**src/rtl/fft_const_rotator.sv**
```systemverilog
// Forward radix-8 twiddle rotator for a 64-point FFT stage.
// Two-stage pipeline: registered products, then combine, shift and wrap.
module fft_const_rotator #(
    parameter int INTEGER_SIZE = 6,
    parameter int FRACT_SIZE   = 12,
    parameter int NFFT         = 64,
    localparam int DATA_WIDTH  = INTEGER_SIZE + FRACT_SIZE
) (
    input  logic                         clk,
    input  logic                         rst,
    input  logic                         in_valid,
    input  logic                         frame_start,
    input  logic signed [DATA_WIDTH-1:0] in_r,
    input  logic signed [DATA_WIDTH-1:0] in_i,
    output logic signed [DATA_WIDTH-1:0] out_r,
    output logic signed [DATA_WIDTH-1:0] out_i,
    output logic                         out_valid,
    output logic                         out_last
);

    localparam int PW = 2 * DATA_WIDTH;
    localparam int SW = PW + 1;
    localparam int C_INT = $rtoi(0.70710678 * (2.0 ** FRACT_SIZE) + 0.5);
    localparam logic signed [DATA_WIDTH-1:0] ONE = DATA_WIDTH'(1 << FRACT_SIZE);
    localparam logic signed [DATA_WIDTH-1:0] CC  = DATA_WIDTH'(C_INT);
    localparam logic [5:0] LAST_IDX = 6'(NFFT - 1);

    logic        [5:0]            r_cnt;
    logic        [5:0]            w_idx;
    logic        [1:0]            w_k;
    logic signed [DATA_WIDTH-1:0] w_wr;
    logic signed [DATA_WIDTH-1:0] w_wi;

    logic signed [PW-1:0] r_p_rr;
    logic signed [PW-1:0] r_p_ii;
    logic signed [PW-1:0] r_p_ri;
    logic signed [PW-1:0] r_p_ir;
    logic                 r_s1_valid;
    logic                 r_s1_last;

    logic signed [SW-1:0] w_sum_r;
    logic signed [SW-1:0] w_sum_i;

    logic signed [DATA_WIDTH-1:0] r_out_r;
    logic signed [DATA_WIDTH-1:0] r_out_i;
    logic                         r_out_valid;
    logic                         r_out_last;

    // A qualified frame_start forces this sample onto index 0.
    always_comb begin
        w_idx = (in_valid && frame_start) ? 6'd0 : r_cnt;
        w_k   = w_idx[4] ? w_idx[3:2] : 2'd0;
        w_wr  = ONE;
        w_wi  = '0;
        case (w_k)
            2'd0: begin
                w_wr = ONE;
                w_wi = '0;
            end
            2'd1: begin
                w_wr = CC;
                w_wi = -CC;
            end
            2'd2: begin
                w_wr = '0;
                w_wi = -ONE;
            end
            default: begin
                w_wr = -CC;
                w_wi = -CC;
            end
        endcase
    end

    always_ff @(posedge clk) begin
        if (rst) begin
            r_cnt      <= '0;
            r_s1_valid <= 1'b0;
            r_s1_last  <= 1'b0;
            r_p_rr     <= '0;
            r_p_ii     <= '0;
            r_p_ri     <= '0;
            r_p_ir     <= '0;
        end else begin
            r_s1_valid <= in_valid;
            r_s1_last  <= in_valid && (w_idx == LAST_IDX);
            if (in_valid) begin
                r_cnt  <= w_idx + 6'd1;
                r_p_rr <= PW'(in_r) * PW'(w_wr);
                r_p_ii <= PW'(in_i) * PW'(w_wi);
                r_p_ri <= PW'(in_r) * PW'(w_wi);
                r_p_ir <= PW'(in_i) * PW'(w_wr);
            end
        end
    end

    // One guard bit so the combine cannot overflow before the floor shift.
    assign w_sum_r = SW'(r_p_rr) - SW'(r_p_ii);
    assign w_sum_i = SW'(r_p_ri) + SW'(r_p_ir);

    always_ff @(posedge clk) begin
        if (rst) begin
            r_out_r     <= '0;
            r_out_i     <= '0;
            r_out_valid <= 1'b0;
            r_out_last  <= 1'b0;
        end else begin
            r_out_valid <= r_s1_valid;
            r_out_last  <= r_s1_last;
            if (r_s1_valid) begin
                r_out_r <= DATA_WIDTH'(w_sum_r >>> FRACT_SIZE);
                r_out_i <= DATA_WIDTH'(w_sum_i >>> FRACT_SIZE);
            end
        end
    end

    assign out_r     = r_out_r;
    assign out_i     = r_out_i;
    assign out_valid = r_out_valid;
    assign out_last  = r_out_last;

endmodule

```
**config.mk**
```make
export PLATFORM = sky130hd
export DESIGN_NAME = fft_const_rotator
export DESIGN_NICKNAME = d
export VERILOG_FILES = /design/src/rtl/fft_const_rotator.sv
export SDC_FILE = /design/constraint.sdc
export NUM_CORES = 2
export LEC_CHECK = 0
export ABC_AREA = 1
export ABC_CLOCK_PERIOD_IN_PS = 10280
export CAP_MARGIN = 20
export CORE_ASPECT_RATIO = 0.9
export CORE_MARGIN = 2
export CORE_UTILIZATION = 30
export CTS_CLUSTER_SIZE = 30
export DETAILED_ROUTE_END_ITERATION = 8
export MAX_ROUTING_LAYER = met4
export PLACE_DENSITY = 0.44
export SKIP_CTS_REPAIR_TIMING = 1
export SLEW_MARGIN = 10
export SYNTH_ARGS = -nofsm -noshare
export SYNTH_HDL_FRONTEND = slang
export SYNTH_SLANG_ARGS = --single-unit
```
**constraint.sdc**
```tcl
create_clock -name clk -period 10.28 [get_ports clk]
set_clock_uncertainty 0.15 [all_clocks]
set_input_delay 1.542 -clock clk [delete_from_list [all_inputs] [get_ports clk]]
set_output_delay 1.542 -clock clk [all_outputs]
set_load 0.01 [all_outputs]
```
# --- Word-level counts from Yosys, hierarchy flattened ---
# Index checks and enable logic that the tools add are counted.
op_classes:
  multipliers: 4
  n_addsub: 3
  n_mux: 4
  n_reduce_logical: 3
  n_eq_ne: 3
op_table:
  columns: ["op", "n"]
  rows:
  - ["$mul A18 B18 Y30", 4]
  - ["$pmux W18 S3", 1]
  - ["$pmux W18 S2", 1]
  - ["$add A30 B30 Y30", 1]
  - ["$sub A30 B30 Y30", 1]
  - ["$add A6 B1 Y6 const B", 1]
  - ["$eq A6 B6 Y1 const B", 1]
  - ["$mux W6", 1]
  - ["$eq A2 B1 Y1 const B", 1]
  - ["$eq A2 B2 Y1 const B", 1]
  - ["$logic_and A1 B1 Y1", 2]
  - ["$logic_not A2 Y1", 1]
  - ["$mux W2", 1]
totals:
  word_cells: 28
  ff_bits: 166
  input_bits: 40
  output_inout_bits: 38

# --- Longest topological paths before layout ---
logic_depth:
  word_depth: 6
  mapped_depth: 38
  mapped_depth_nobuf: 35

# --- Worst setup path after synthesis ---
# OpenSTA, ideal clock, no wires.
synth_path:
  kind: "input-to-reg"
  startpoint: "in frame_start"
  endpoint: "reg r_p_rr[25]"
  cell_stages: 32
  arrival_time_ps: 8042
  path_slack_ps: 1972
  n_path_buf: 6
  setup_time_ps: 115
  cell_sequence: "nand2_2 -> nand3_2 -> clkbuf_1 -> clkbuf_1 -> inv_1 -> ha_1 -> buf_6 -> buf_4 -> buf_4 -> buf_2 -> nand2_1 -> inv_1 -> fa_1 -> fa_1 -> inv_1 -> fa_1 -> inv_1 -> fa_1 -> fa_1 -> inv_1 -> fa_1 -> inv_1 -> ha_1 -> a21oi_1 -> o21ai_0 -> a21oi_1 -> o21ai_0 -> a21o_1 -> nand2_1 -> nand2_1 -> o21ai_0 -> inv_1"
synth_via:
  elab_chain_cells: 6
synth_lines:
  columns: ["element", "line", "rtl"]
  rows:
  - ["from (decl)", "12", "input logic frame_start,"]
  - ["$logic_and A1 B1 Y1 (*)", "51", "w_idx = (in_valid && frame_start) ? 6'd0 : r_cnt;"]
  - ["$mux W6 (*)", "51", null]
  - ["$mux W2 (*)", "52", "w_k = w_idx[4] ? w_idx[3:2] : 2'd0;"]
  - ["$eq A2 B2 Y1, or another cell as far along", "55", "case (w_k)"]
  - ["$pmux W18 S3 (*)", "55", null]
  - ["$mul A18 B18 Y30 (*)", "89", "r_p_rr <= PW'(in_r) * PW'(w_wr);"]
  - ["to (signal assigned)", "89", null]
  - ["to (decl)", "34", "logic signed [PW-1:0] r_p_rr;"]
# Every way passes the cells marked *; elsewhere a longest branch is shown, timed or not.
# A chain may end at the register's enable or synchronous reset.

# --- Worst setup path after layout ---
layout_path:
  startpoint: "in frame_start"
  endpoint: "reg r_p_ri[28]"
layout_via:
  elab_chain_cells: 6
layout_lines:
  columns: ["element", "line", "rtl"]
  rows:
  - ["$logic_and A1 B1 Y1 (*)", "51", null]
  - ["$mux W6 (*)", "51", null]
  - ["$mux W2 (*)", "52", null]
  - ["$eq A2 B2 Y1 / $logic_not A2 Y1 (equally long branches)", "55", null]
  - ["$pmux W18 S2 (*)", "55", null]
  - ["$mul A18 B18 Y30 (*)", "91", "r_p_ri <= PW'(in_r) * PW'(w_wi);"]
  - ["to (signal assigned)", "91", null]
  - ["to (decl)", "36", "logic signed [PW-1:0] r_p_ri;"]
# Marked as above.

==> out/qor.yml <==
grt_pass1_vias: 27880
syn_area_per_cell_sq_um: 7.672
cts_made_buffers: 17
synth_edf_count: 0
portBuffers: 77
cp-end-kind: "flip-flop"
antenna_left: 0
synth_fp_nets: 5572
slew_viol_final: 0
p_clk_frac: 0.371
cts_buffer_depth: 2
relSlewSlack: 0.3562
status: "finished, final reports clean"
switching_share: 0.3758
fin_ws_ns: 1.405
hpwl_microns: 92400
crit_arrival_ns: 9.10
die_w_microns: 361.6
fillers: 12490
slowest_delay_ns: 0.78
io_pins: 78
first_pass_iters: 5
start_util: 0.3014
cp.required_ns: 10.50
cp_max_fo: 39
htreeDepth: 4
ys_types: 50
cts-root-buf: "clkbuf_16"
async_flop_share: 0
cts_tree: "built"
rows: 118
overflow: 0
critPathLaunchType: "input pin"
p_comb_frac: 0.268
antenna_cells: 0
die_h_microns: 325.9
maxCapViolCount: 0
crit_type: "input pin to flip-flop"
ys_ff_latch: 148
track_usage: 0.1892
path_clk_slew_ns: 0.08
worst_pin_slew_ns: 0.9621
core_sq_mm: 0.1146
yosysSeqAreaShare: 0.08580
dieArea_sq_mm: 0.1178
grt_start_max_net_pins: 112
synth_largest_area_cell: "fa_1"
netSwitchingPower_mw: 0.6598
drtIter0Drc: 1775
min_period_ns: 8.875
clk_latency_ns: 0.48
min-delay-start: "r_s1_last$_SDFF_PP0_"
pre_cts_ws_ns: 1.015
grt_setup_unrepaired: "false"
vias: 27570
synthTopCellsByArea: "fa_1 (31%), ha_1 (18%), inv_1 (13%), dfxtp_1 (8.6%), nand2_1 (6.7%)"
setup_violations: 0
syn_inst: 4501
crit_top_cell: "inv_1"
power_density_mw_per_mm2: 46.68
synth_top_area_share: 0.3119
hold_viol: 0
setup_tns_ns: 0
irDropWorstVdd_v: 0.0001576
syn_to_final_growth_pct: 8.917
hold_path.class: "flip-flop to flip-flop"
syn_area_sq_mm: 0.03453
finalNetCount: 5608
max_freq_ghz: 0.1127
cpMaxStageDelayCell: "ha_2"
p_seq_frac: 0.361
clock_sinks: 148
avgRoutedWirePerCell_microns: 17.51
grt_pass1_wl_microns: 166000
drt_wl_total_microns: 105900
vias_per_cell: 4.557
p_int_mw: 1.096
yosysWarnings: 0
fin_crit_sh: 0.8633
gp_congestion: 0.9544
drive_gt1_frac: 0.02593
grt_antenna_before_repair: 2
drc: 0
cp-startpoint: "frame_start"
p_leak_nw: 21.21
reg2reg_from: "r_cnt[3]$_SDFFE_PP0P_"
synthFlopType: "dfxtp_1"
==> cells by family after synthesis <==
family                     Yosys count  synth area share
adders and majority gates         1031            0.4905
xor gates and xnor gates           102           0.02587
DFF                                148           0.08580
and+or+nand+nor                   1349            0.1626
AOI/OAI and AO/OA                  548           0.09014
buffers and inverters             1323            0.1451
==> sequential cells by signal (all words and copies together), names as in the netlist <==
name and count:
r_p_ii 26, out_i 18, r_p_ir 25, r_p_ri 26, r_s1_valid 1, out_r 18
r_s1_last 1, out_valid 1, r_cnt 6, out_last 1, r_p_rr 25
==> metal layers <==
metal / GRT usage / vias to the layer above / part of all wire
met4: 0.02083 / 0 / 0.0080
met1: 0.2816 / 13190 / 0.52
li1: - / 13830 / -
met5: - / - / 0
met2: 0.2771 / 509 / 0.42
met3: 0.02869 / 40 / 0.049
==> stage by stage <==
step                      total power [mW]  hold slack, ns  area (sq um)  cells  utilization
after floorplan                     0.9292          0.2383         34530   4501            -
after global placement               1.116          0.2627         37010   6018       0.3231
after detailed placement             1.113          0.2593         37010   6018       0.3231
after CTS                            1.779          0.2712         37610   6050       0.3283
after global routing                 1.861          0.2873         37610   6050       0.3283
final                                1.756          0.2678         37610   6050       0.3283
==> critical path, delay by kind of cell <==
family	cells	cell delay, ns
buffers and inverters	10	1.82
AOI/OAI and AO/OA	1	0.11
adders and majority gates	8	4.12
and+or+nand+nor	9	1.48
==> worst paths after layout <==
kind         depth (start not counted)  slack [ns]                 endpoint
max                                 28        1.41  r_p_ri[28]$_SDFFE_PP0P_
min                                  2        0.27      out_last$_SDFF_PP0_
max reg2reg                         26        2.96  r_p_ri[28]$_SDFFE_PP0P_
min reg2reg                          2        0.27      out_last$_SDFF_PP0_
==> layout by cell type (no fill, tap or decap), types with 8 or more instances in the layout <==
master and instances:
o21bai_1 32, nand2_2 10, a21oi_1 204, xnor2_1 24
ha_1 490, a31o_2 8, nor4_1 9, inv_2 10
clkdlybuf4s50_1 75, inv_1 1231, dfxtp_1 147, nand3_1 157
o21ai_0 201, nand4_1 49, nand3b_1 9, clkbuf_16 17
nor3_1 31, xor2_1 78, buf_4 19, nand2_1 618
a21o_1 21, o211ai_1 33, nor2_1 443, fa_1 538
==> area by class of cell <==
cell class	count	area, sq um	area share
clock buffer	17	425.4	0.01131
timing repair buffer	97	938.4	0.02495
multi-input combinational	3030	26570	0.7063
tap	1500	1877	0.04990
sequential	148	2964	0.07881
inverter	1243	4666	0.1240
clock inverter	15	175.2	0.004657
==> synthesized netlist by cell type, types with 6 or more instances <==
library cell,count
nand2_1,618
nand3_1,157
a21o_1,21
nor2_1,443
xor2_1,78
nand4_1,49
nand3_2,7
or2_2,6
nor4_1,9
nand2_2,10
a31o_2,8
fa_1,538
inv_1,1232
o21ai_2,7
inv_2,8
o21ai_1,7
o21bai_1,32
xnor2_1,24
buf_1,11
buf_2,11
a211oi_1,6
ha_1,493
nor3_1,31
a31oi_1,6
clkbuf_1,51
dfxtp_1,148
nand3b_1,9
o21ai_0,201
o211ai_1,33
a21oi_1,204
==> power by group through the flow <==
stage | registers, mW | logic (mW) | clock network, mW
floorplan | 0.639 | 0.290 | 0
global placement | 0.646 | 0.469 | 0
detailed placement | 0.647 | 0.466 | 0
CTS | 0.634 | 0.469 | 0.676
global route | 0.636 | 0.529 | 0.696
finish | 0.633 | 0.471 | 0.652
Note: power is estimated with default switching activity, not from simulation.
